`config.mk`:
```
export PLATFORM = sky130hd
export DESIGN_NAME = mul_unit
export DESIGN_NICKNAME = d
export VERILOG_FILES = /design/src/rtl/mul_unit.sv
export SDC_FILE = /design/constraint.sdc
export NUM_CORES = 1
export LEC_CHECK = 0
export BUFFER_PORTS_ARGS = -buffer_cell sky130_fd_sc_hd__buf_2
export CAP_MARGIN = 20
export CELL_PAD_IN_SITES_DETAIL_PLACEMENT = 1
export CELL_PAD_IN_SITES_GLOBAL_PLACEMENT = 1
export CORE_ASPECT_RATIO = 1.25
export CORE_UTILIZATION = 46
export CTS_CLUSTER_SIZE = 16
export DETAILED_ROUTE_END_ITERATION = 10
export GPL_ROUTABILITY_DRIVEN = 0
export PLACE_DENSITY = 0.92
export REMOVE_ABC_BUFFERS = 1
export SLEW_MARGIN = 20
export SYNTH_ARGS = -nofsm -noshare
export SYNTH_HDL_FRONTEND = slang
export SYNTH_SLANG_ARGS = --single-unit
```
`constraint.sdc`:
```
create_clock -name clk -period 4.78 [get_ports clk]
set_clock_uncertainty 0.05 [all_clocks]
set_input_delay 0.478 -clock clk [delete_from_list [all_inputs] [get_ports clk]]
set_output_delay 0.478 -clock clk [all_outputs]
set_load 0.05 [all_outputs]
```
`src/rtl/mul_unit.sv`:
```
// ---------------------------------------------------------------------------
// mul_unit
//
// Iterative RV32M multiply unit (MUL, MULH, MULHSU, MULHU). It uses a radix-2
// shift-add datapath that retires one multiplier bit per cycle, so a legal
// request completes 32 cycles after it is accepted.
//
// Ports
//   clk      in   rising-edge clock
//   rst_n    in   asynchronous active-low reset
//   start    in   request strobe, accepted in IDLE or DONE
//   funct3   in   RV32M funct3 of the request (1xx = divide, treated as illegal)
//   rs1_val  in   multiplicand operand
//   rs2_val  in   multiplier operand
//   busy     out  high while the shift-add loop is running
//   done     out  one-cycle pulse, result valid in this cycle
//   result   out  product word, held until the next accepted request completes
//
// Optional feature macro
//   MUL_ZERO_BYPASS_EN : when defined, a legal request with a zero operand
//                        skips the loop and finishes the cycle after acceptance.
// ---------------------------------------------------------------------------
module mul_unit #(
  parameter int XLEN = 32
) (
  input  logic            clk,
  input  logic            rst_n,
  input  logic            start,
  input  logic [2:0]      funct3,
  input  logic [XLEN-1:0] rs1_val,
  input  logic [XLEN-1:0] rs2_val,
  output logic            busy,
  output logic            done,
  output logic [XLEN-1:0] result
);

  localparam int CW = $clog2(XLEN);

  typedef enum logic [1:0] {IDLE, CALC, DONE} state_t;

  state_t              r_state;
  state_t              w_next;
  logic [CW-1:0]       r_cnt;
  logic [XLEN-1:0]     r_mcand;
  logic [2*XLEN-1:0]   r_prod;
  logic                r_neg;
  logic                r_hi;

  logic                w_accept;
  logic                w_legal;
  logic                w_zero;
  logic                w_skip;
  logic                w_s1;
  logic                w_s2;
  logic [XLEN-1:0]     w_mag1;
  logic [XLEN-1:0]     w_mag2;
  logic [XLEN:0]       w_sum;
  logic [2*XLEN-1:0]   w_prod_next;
  logic [2*XLEN-1:0]   w_final;

  assign w_accept = start && ((r_state == IDLE) || (r_state == DONE));
  assign w_legal  = ~funct3[2];

`ifdef MUL_ZERO_BYPASS_EN
  assign w_zero = (rs1_val == '0) || (rs2_val == '0);
`else
  assign w_zero = 1'b0;
`endif

  // Illegal encodings and (optionally) zero operands go straight to DONE
  // with a zero result.
  assign w_skip = ~w_legal | w_zero;

  // rs1 is signed for MUL/MULH/MULHSU, rs2 only for MUL/MULH. Negating
  // 0x80000000 yields 0x80000000, which read unsigned is exactly 2^31.
  assign w_s1   = rs1_val[XLEN-1] & ~(funct3[1] & funct3[0]);
  assign w_s2   = rs2_val[XLEN-1] & ~funct3[1];
  assign w_mag1 = w_s1 ? (~rs1_val + XLEN'(1)) : rs1_val;
  assign w_mag2 = w_s2 ? (~rs2_val + XLEN'(1)) : rs2_val;

  // r_prod holds {partial high half, remaining multiplier bits}; each step
  // conditionally adds the multiplicand into the high half and shifts right.
  assign w_sum       = {1'b0, r_prod[2*XLEN-1:XLEN]} + (r_prod[0] ? {1'b0, r_mcand} : '0);
  assign w_prod_next = {w_sum, r_prod[XLEN-1:1]};
  assign w_final     = r_neg ? (~w_prod_next + (2*XLEN)'(1)) : w_prod_next;

  // State register
  always_ff @(posedge clk or negedge rst_n) begin
    if (!rst_n) begin
      r_state <= IDLE;
    end else begin
      r_state <= w_next;
    end
  end

  // Next-state logic; a request in DONE is taken back-to-back
  always_comb begin
    w_next = r_state;
    case (r_state)
      IDLE, DONE: begin
        if (start) begin
          w_next = w_skip ? DONE : CALC;
        end else begin
          w_next = IDLE;
        end
      end
      CALC: begin
        if (r_cnt == '0) begin
          w_next = DONE;
        end
      end
      default: w_next = IDLE;
    endcase
  end

  // Operand latch, shift-add iteration and result capture
  always_ff @(posedge clk or negedge rst_n) begin
    if (!rst_n) begin
      r_cnt   <= '0;
      r_mcand <= '0;
      r_prod  <= '0;
      r_neg   <= 1'b0;
      r_hi    <= 1'b0;
      result  <= '0;
    end else if (w_accept) begin
      r_mcand <= w_mag1;
      r_prod  <= {{XLEN{1'b0}}, w_mag2};
      r_neg   <= w_s1 ^ w_s2;
      r_hi    <= (funct3[1:0] != 2'b00);
      r_cnt   <= CW'(XLEN - 1);
      if (w_skip) begin
        result <= '0;
      end
    end else if (r_state == CALC) begin
      r_prod <= w_prod_next;
      if (r_cnt == '0) begin
        result <= r_hi ? w_final[2*XLEN-1:XLEN] : w_final[XLEN-1:0];
      end else begin
        r_cnt <= r_cnt - CW'(1);
      end
    end
  end

  assign busy = (r_state == CALC);
  assign done = (r_state == DONE);

endmodule

```
==> flow_metrics.tcl, run 1 <==
set metrics [dict create \
    outcome "completed" \
    grt_remaining_overflow 0 \
    syn_inst 1221 \
    final_cell_mix "o21ai_0, dfrtp_1, nand2_1, buf_2, a21oi_1" \
    setup_viol 0 \
    grt_max_degree 65 \
    seq_area_mm2 0.00343 \
    ant_nets 0 \
    via_per_inst 6.46 \
    multi_input_comb_area_mm2 0.00654 \
    rsz0062_at_grt "false" \
    ir_drop_mv 0.277 \
    cp-start-kind "register" \
    cts_sinks 137 \
    core_area_mm2 0.0217 \
    layout_commonest_cell "o21ai_0" \
    cts_root_buffer "clkbuf_16" \
    vias 10296 \
    htree_levels 4 \
    crit_fanout 32 \
    synth_cell_type_count 70 \
    synth_edf_count 0 \
    worstPathRequired_ps 5040 \
    timing.slew.headroom_pct 38.1 \
    routed_wl_um 34400 \
    grtUsageTotal_pct 30.9 \
    ys_warn_count 0 \
    cap_violations 0 \
    synthToLayoutAreaGrowth_pct 14.5 \
    die-height_um 169 \
    cts_buffers 17 \
    finalNetCount 1410 \
    dp_hpwl_um 24200 \
    final_util_pct 54.1 \
    grt_pass1_vias 10761 \
    drive_above_1_share_pct 14.2 \
    first_pass_iters 5 \
    io_buffers 103 \
    clk_pin_slew_ps 60 \
    ys_ff_latch 137 \
    clockBufferDepth 2 \
    synth-seq-area-share_pct 33.4 \
    hold_ws_ps 226 \
    leakage_nw 5.26 \
    p_per_area_mw_per_mm2 678 \
    worstSetupPathType "reg2reg" \
    drtIter0Drc 746 \
    hold_viol_final 0 \
    tightest_slew_ps 923 \
    worstHoldPathType "in2reg" \
    antenna_found_initial 0 \
    drv_slew 0 \
    avgRoutedWirePerCell_um 21.6 \
    avgSynthCellArea_um2 8.40 \
    worstSetupEndpointType "register" \
    dieArea_mm2 0.0229 \
    drc 0 \
    fp.dieW_um 136 \
    tritoncts "done" \
    max_clock_freq_mhz 216 \
    ys.flop_type "dfrtp_1" \
    min_period_ps 4630 \
    period_share_pct 96.8 \
    fill_cells 2596 \
    diodes 0 \
    async_flop_share_pct 100 \
    insertion_delay_ps 430 \
    fin_setup_tns_ps 0 \
    rows 60 \
    grt_pass1_wl_um 55500 \
    io_pins 104 \
    netlist_area_mm2 0.0103 \
    cp_data_arrival_time_ps 4890 \
    start_util_pct 47.3 \
]
==> Yosys cell counts, drive strengths merged, types with 5 or more instances <==
| cell type | count | area [um2] |
|---|---|---|
| nand4 | 10 | 62.6 |
| o41ai | 13 | 144 |
| a22oi | 36 | 270 |
| and3 | 5 | 31.3 |
| nand2 | 129 | 484 |
| nor4 | 16 | 100 |
| nor2 | 74 | 278 |
| a21oi | 85 | 425 |
| ha | 37 | 463 |
| a22o | 28 | 245 |
| nor3 | 20 | 111 |
| nand2b | 10 | 62.6 |
| o211ai | 6 | 45.0 |
| dfrtp | 137 | 3430 |
| and2 | 49 | 307 |
| o31ai | 26 | 195 |
| nand3 | 14 | 82.6 |
| and4 | 7 | 61.3 |
| clkbuf | 54 | 203 |
| inv | 21 | 78.8 |
| o21ai | 159 | 796 |
| buf | 9 | 40.0 |
| or2 | 5 | 31.3 |
| a221o | 7 | 70.1 |
| nor2b | 7 | 43.8 |
| or4 | 21 | 173 |
| a21o | 16 | 120 |
| a211oi | 8 | 60.1 |
| xor2 | 58 | 508 |
| a31oi | 6 | 37.5 |
| or3 | 20 | 130 |
| xnor2 | 74 | 648 |
==> worst paths after layout <==
kind	start	end	slack (ps)	cells past startpoint
max	r_prod[0]	result[30]	150	13
min	funct3[2]	r_state[1]	230	3
max reg2reg	r_prod[0]	result[30]	150	13
min reg2reg	result[3]	result[3]	430	2
max in group asynchronous	rst_n	r_mcand[20]	3150	3
min in group asynchronous	rst_n	result[7]	540	2
==> kinds of logic after synthesis <==
| family | share of synthesized area, % |
|---|---|
| fa+ha+maj | 4.71 |
| compound gates | 26.6 |
| mux | 0.732 |
| buf+inv | 3.17 |
| xor+xnor | 11.3 |
| flops | 33.4 |
| simple gates | 20.1 |
==> power by group <==
part	leakage [nW]	switching, mW	total, mW	internal [mW]
Sequential	1.76	0.425	1.99	1.57
Combinational	3.19	2.84	4.47	1.64
Clock	0.319	0.550	1.50	0.946
==> area by class of cell <==
class / count / area share [%]
Multi-Input combinational cell: 999 / 55.7
Sequential cell: 137 / 29.2
Timing Repair Buffer: 125 / 5.87
Clock buffer: 19 / 3.77
Tap cell: 279 / 2.97
Clock inverter: 13 / 1.83
Inverter: 22 / 0.703
==> per-stage QoR <==
step	std cells	setup slack [ps]	total power [mW]	area, um2
CTS	1594	31.9	7.85	11700
detailed placement	1561	274	6.16	11100
finish	1594	153	7.96	11700
floorplan	1158	66.5	4.86	10000
global placement	1561	448	5.93	11100
global route	1594	22.1	8.39	11700
==> worst max-delay path, cell delays in order, from the launching register on <==
cell and delay, ps:
dfrtp_1 400, buf_4 230, and2_1 170, ha_1 360, a21o_1 260, a21o_1 250
o211a_1 270, or4_1 490, a222oi_1 590, nor4b_2 380, nand4_1 300, o41ai_2 450
xor2_1 220, o21ai_1 90
==> routing by layer <==
metal	vias to the layer above	global-route usage [%]	share of wire (%)
met5	-	0	0
met2	432	54.2	51
met4	0	16.6	4.8
li1	4659	-	-
met3	141	5.69	6.6
met1	5064	35.2	38
==> state kept, by name, summed over array words and instances (netlist names) <==
name     count
r_prod      64
r_mcand     32
result      32
r_cnt        5
r_state      2
r_hi         1
r_neg        1
==> timing repair <==
item / in CTS / in global routing
endpoints found under the hold margin: 25 / 0
gates resized for setup: 0 / 7
buffers inserted: 0 / 0
hold buffers: 1 / 0
endpoints found under the setup margin: 0 / 10
Note: power is estimated with default switching activity, not from simulation.
==> run 2, diff against run 1 <==
--- a/config.mk
+++ b/config.mk
@@ -15,7 +15,6 @@
 export DETAILED_ROUTE_END_ITERATION = 10
 export GPL_ROUTABILITY_DRIVEN = 0
 export PLACE_DENSITY = 0.92
-export REMOVE_ABC_BUFFERS = 1
 export SLEW_MARGIN = 20
 export SYNTH_ARGS = -nofsm -noshare
 export SYNTH_HDL_FRONTEND = slang
==> run 2 against run 1 <==
Die area stayed put. First-iteration DRC count rose by 23%. Sequential power up 3%. Register-to-register slack improved by 70 ps. Fmax increased by 1.5%. Utilization rose by 0.12 points. Worst hold slack gained 12 ps. Via count up 3.5%. Cell count is 0.19% higher. Critical path type unchanged. Critical endpoint unchanged. Highest routed layer unchanged.
==> flow_metrics.tcl, run 2 (synthesis results as in run 1) <==
set metrics [dict create \
    routed_wl_um 38900 \
    dp_hpwl_um 26000 \
    p_sw_share_pct 49.5 \
    cap_violations 0 \
    fp.dieW_um 136 \
    worstHoldPathType "in2reg" \
    insertion_delay_ps 450 \
    layout_commonest_cell "o21ai_0" \
    rsz0062_at_grt "false" \
    cp-start-kind "register" \
    period_share_pct 95.4 \
    fin_setup_tns_ps 0 \
    worstPathRequired_ps 5050 \
    cts_sinks 137 \
    synth_fp_nets 1329 \
    p_per_area_mw_per_mm2 694 \
    intPower_mw 4.13 \
    core_area_mm2 0.0217 \
    first_pass_iters 5 \
    clockPowerShare_pct 17.9 \
    leakage_nw 5.28 \
    clockBufferDepth 2 \
    crit_fanout 28 \
    io_pins 104 \
    vias 10655 \
    drive_above_1_share_pct 14.6 \
    ir_drop_mv 0.392 \
    tightest_slew_ps 911 \
    grt_pass1_vias 11303 \
    htree_levels 4 \
    p_comb_share_pct 57.1 \
    max_clock_freq_mhz 219 \
    final_util_pct 54.3 \
    largest_register "r_prod" \
    drv_slew 0 \
    io_buffers 103 \
    setup_viol 0 \
    die-height_um 169 \
    outcome "completed" \
    avgRoutedWirePerCell_um 24.4 \
    drtIter0Drc 916 \
    grt_max_degree 107 \
    cp_data_arrival_time_ps 4830 \
    clk_pin_slew_ps 70 \
    fill_cells 2566 \
    grt_pass1_wl_um 61000 \
    antenna_found_initial 0 \
    cts_buffers 17 \
    start_util_pct 47.3 \
    grtUsageTotal_pct 34.8 \
    drc 0 \
    via_per_inst 6.67 \
    cts_root_buffer "clkbuf_16" \
    largest_registers "r_prod: 64 flops, r_mcand: 32 flops, result: 32 flops" \
    placed_cells 1563 \
    timing.slew.headroom_pct 39.2 \
    min_period_ps 4560 \
    worstSetupEndpointType "register" \
    p_sw_mw 4.05 \
    total_power_mw 8.18 \
    dieArea_mm2 0.0229 \
    rows 60 \
    diodes 0 \
    synthToLayoutAreaGrowth_pct 14.8 \
    worstSetupPathType "reg2reg" \
    largest_register_ffs 64 \
    instances_no_fill 1597 \
    hold_viol_final 0 \
    tritoncts "done" \
    grt_remaining_overflow 0 \
    finalNetCount 1414 \
    ant_nets 0 \
    p_seq_share_pct 25.0 \
    final_cell_mix "o21ai_0, dfrtp_1, nand2_1, buf_2, a21oi_1" \
]
## run 2: cell count changes in the layout (fill, tap and decap cells not counted)
| cell | before | now |
|---|---|---|
| inv_6 | 3 | 4 |
| nor4b_4 | 0 | 1 |
| clkinv_1 | 1 | 0 |
| nor4b_2 | 1 | 0 |
| a21oi_2 | 2 | 3 |
| buf_16 | 0 | 1 |
| inv_2 | 0 | 1 |
| a21oi_1 | 83 | 82 |
| clkbuf_8 | 1 | 0 |
| clkinv_2 | 1 | 2 |
| inv_8 | 0 | 1 |
| bufinv_16 | 5 | 4 |
| buf_4 | 21 | 24 |
| clkinv_4 | 3 | 1 |
## run 2: power groups by stage
stage	registers, mW	clock network, mW	logic, mW
after floorplan	1.86	0	3.07
after global placement	1.98	0	4.07
after detailed placement	2.00	0	4.27
after CTS	2.02	1.46	4.48
after global routing	2.08	1.51	4.99
final	2.04	1.47	4.67
## run 2: timing repair
| item | 4_1_cts | 5_1_grt |
|---|---|---|
| setup buffers | 0 | 1 |
| resized for setup | 0 | 9 |
| hold endpoints to repair | 0 | 10 |
| setup endpoints to repair | 0 | 12 |
| hold buffers | 0 | 1 |
## run 2: worst max-delay path, cell delays in order (launching register included)
cell	delay [ps]
dfrtp_1	440
buf_4	240
and2_1	190
ha_1	470
nand3_1	140
and2_1	210
a211oi_1	610
o311a_1	330
a31oi_1	130
xnor2_1	150
buf_4	160
or4_1	570
o41ai_2	450
xor2_1	210
o21ai_1	80
## run 2: path summary, 6_finish.rpt
path                       startpoint          end  slack, ps  cells after the start
setup / recovery            r_prod[0]   result[30]        220                     14
hold / removal              funct3[0]         r_hi        240                      3
setup reg to reg            r_prod[0]   result[30]        220                     14
hold reg to reg             result[3]    result[3]        430                      2
max in group asynchronous       rst_n   result[12]       3180                      3
min in group asynchronous       rst_n  r_mcand[24]        510                      2
## run 2: layout make-up
type / count / area, um2 / area share, %
multi-input combinational: 999 / 6550 / 55.6
sequential: 137 / 3430 / 29.1
timing repair buffer: 129 / 739 / 6.28
clock buffer: 18 / 429 / 3.65
tap: 279 / 349 / 2.97
clock inverter: 13 / 193 / 1.64
inverter: 22 / 82.6 / 0.701
## run 2: stage by stage
step / hold WS, ps / cell area [um2] / setup slack (ps)
finish: 238 / 11800 / 219
global route: 233 / 11800 / 54.4
CTS: 164 / 11700 / 19.8
detailed placement: 417 / 11100 / 211
global placement: 403 / 11100 / 476
floorplan: 132 / 10300 / 640
## run 2: layer usage
layer | global-route usage, % | wire [um]
met4 | 27.8 | 3190
met1 | 37.8 | 14100
met2 | 59.7 | 19500
met3 | 5.39 | 2140
met5 | 0 | 0
==> run 3, diff against run 2 <==
==> config.mk (replaced) <==
export PLATFORM = sky130hd
export DESIGN_NAME = mul_unit
export DESIGN_NICKNAME = d
export VERILOG_FILES = /design/src/rtl/mul_unit.sv
export SDC_FILE = /design/constraint.sdc
export NUM_CORES = 1
export LEC_CHECK = 0
export CAP_MARGIN = 20
export CELL_PAD_IN_SITES_DETAIL_PLACEMENT = 1
export CELL_PAD_IN_SITES_GLOBAL_PLACEMENT = 1
export CORE_ASPECT_RATIO = 1.25
export CORE_UTILIZATION = 49
export CTS_CLUSTER_SIZE = 16
export DETAILED_ROUTE_END_ITERATION = 10
export DONT_BUFFER_PORTS = 1
export GPL_ROUTABILITY_DRIVEN = 0
export GPL_TIMING_DRIVEN = 0
export PLACE_DENSITY = 0.91
export SLEW_MARGIN = 20
export SYNTH_ARGS = -nofsm -noshare
export SYNTH_HDL_FRONTEND = slang
export SYNTH_SLANG_ARGS = --single-unit
==> run 3 against run 2 <==
The run now ends with hold timing left. Routed wire length fell by 2.8%. Flip-flop and latch count is the same. Sequential power barely moved. Global-route usage is 0.81 points higher. Via count is 3.8% lower. Register-to-register slack lost 130 ps. Utilization rose by 1.2 points. Cell count fell by 4.4%. Clock power down 16%. Combinational power decreased by 2%.
==> flow_metrics.tcl, run 3 (synthesis results as in run 1) <==
set metrics [dict create \
    crit_buf_inv 2 \
    rsz0062_at_grt "true" \
    io_pins 104 \
    via_per_inst 6.72 \
    drv_slew 0 \
    grt_pass1_vias 11179 \
    fin_area_mm2 0.0113 \
    min_period_ps 4690 \
    layout_commonest_cell "o21ai_0" \
    worstPathCellList "buf_2 -> and2_1 -> ha_1 -> a21o_1 -> a21o_1 -> o211a_1 -> or4_1 -> a222oi_1 -> buf_4 -> nor4b_4 -> nand4_1 -> o41ai_2 -> xor2_1 -> o21ai_1" \
    finalNetCount 1353 \
    drive_above_1_share_pct 6.29 \
    cp-start-kind "register" \
    cts_buffers 17 \
    synth_fp_nets 1329 \
    htree_levels 4 \
    outcome "finished, violations left" \
    dp_hpwl_um 27300 \
    worstSetupPathType "reg2reg" \
    largest_register "r_prod" \
    setup_ws_ps 89.3 \
    grtUsageTotal_pct 35.6 \
    p_per_area_mw_per_mm2 698 \
    placed_cells 1491 \
    die-height_um 164 \
    timing.slew.headroom_pct 20.1 \
    ir_drop_mv 0.331 \
    clockBufferDepth 2 \
    first_pass_iters 5 \
    setup_viol 0 \
    rows 58 \
    dieArea_mm2 0.0215 \
    grt_remaining_overflow 0 \
    max_clock_freq_mhz 213 \
    clk_pin_slew_ps 70 \
    grt_max_degree 138 \
    io_buffers 0 \
    post-place-ws_ps -289 \
    drtIter0Drc 785 \
    leakage_nw 4.75 \
    cpPeakStageDelay_ps 490 \
    drc 0 \
    dpl-instance-area_mm2 0.0106 \
    crit_top_cell "a21o_1" \
    cts_root_buffer "clkbuf_16" \
    start_util_pct 50.5 \
    hold_ws_ps -53.4 \
    insertion_delay_ps 440 \
    path_delay_family "compound AO/OA/AOI/OAI gates" \
    worstHoldPathType "in2async" \
    cp_data_arrival_time_ps 4950 \
    fin_setup_tns_ps 0 \
    vias 10249 \
    cap_violations 0 \
    worstPathRequired_ps 5040 \
    antenna_found_initial 0 \
    core_area_mm2 0.0203 \
    worstSetupEndpointType "register" \
    cts_sinks 137 \
    routed_wl_um 37800 \
    critPathSlowestCell "or4_1" \
    diodes 0 \
    fp.dieW_um 131 \
    avgRoutedWirePerCell_um 24.8 \
    hold_viol_final 24 \
    crit_fanout 10 \
    final_cell_mix "o21ai_0, dfrtp_1, nand2_1, a21oi_1, xnor2_1" \
    period_share_pct 98.1 \
    largest_register_ffs 64 \
    synthToLayoutAreaGrowth_pct 9.78 \
    largest_registers "r_prod: 64 flops, r_mcand: 32 flops, result: 32 flops" \
    violations "hold timing" \
    tightest_slew_ps 1180 \
    tritoncts "done" \
    ant_nets 0 \
    grt_pass1_wl_um 59300 \
    instances_no_fill 1526 \
    total_power_mw 7.86 \
]
[run 3: cell types whose count changed in the layout (fill, tap and decap cells not counted), moves of 2 or more]
| cell | before | now |
|---|---|---|
| buf_2 | 102 | 7 |
| clkbuf_1 | 1 | 51 |
| buf_4 | 24 | 4 |
| bufinv_16 | 4 | 0 |
| clkinvlp_4 | 1 | 5 |
| buf_1 | 0 | 3 |
| a311oi_1 | 4 | 2 |
| a311oi_2 | 0 | 2 |
| clkbuf_2 | 0 | 2 |
[run 3: final cells by class]
cell class                      instances  area, um2
Buffer                                 63        248
Clock buffer                           17        425
Clock inverter                         13       98.8
Fill cell                            2442       9060
Inverter                               22       82.6
Multi-Input combinational cell        999       6580
Sequential cell                       137       3430
Tap cell                              270        338
Timing Repair Buffer                    5       57.6
[run 3: path summary, 6_finish.rpt]
kind                                   from           to  slack [ps]  cells past startpoint
worst min-delay path                  rst_n     r_cnt[2]         -50                      1
worst min register to register  r_mcand[18]  r_mcand[18]         430                      2
min in group clk                rs1_val[31]  r_mcand[31]         120                      2
max in group asynchronous             rst_n   r_prod[53]        4120                      1
worst max register to register    r_prod[0]   result[30]          90                     14
worst max-delay path              r_prod[0]   result[30]          90                     14
[run 3: what timing repair did]
| action | in CTS | in global routing |
|---|---|---|
| gates resized for setup | 5 | 17 |
| pin swaps | 1 | 2 |
| hold buffers | 1 | 0 |
| endpoints found under the hold margin | 137 | 0 |
| setup endpoints to repair | 13 | 19 |
| setup buffers | 2 | 2 |
[run 3: per-layer routing]
metal  track usage [%]  share of wire (%)  vias to the layer above
met2              61.9                 50                      422
met1              36.8                 36                     5106
met4              29.7                7.8                        0
met3              8.21                6.3                      185
met5                 0                  0                        -
li1                  -                  -                     4536
[run 3: through the flow]
stage / utilization [%] / hold slack (ps)
4_1_cts: 55.0 / 17.5
3_5_place_dp: 52.1 / 135
2_1_floorplan: - / 132
5_1_grt: 55.4 / 21.6
6_report: 55.4 / -53.4
3_3_place_gp: 52.1 / 136
[run 3: power breakdown]
group / leakage, nW / total, mW / switching [mW] / internal [mW]
registers: 1.76 / 2.03 / 0.464 / 1.57
clock network: 0.246 / 1.24 / 0.579 / 0.662
logic: 2.75 / 4.59 / 2.99 / 1.60
[run 3: worst reg2reg max path: stages (launching register included)]
cell	delay, ps
dfrtp_1	460
buf_2	220
and2_1	180
ha_1	390
a21o_1	290
a21o_1	270
o211a_1	280
or4_1	490
a222oi_1	380
buf_4	190
nor4b_4	360
nand4_1	290
o41ai_2	410
xor2_1	220
o21ai_1	80
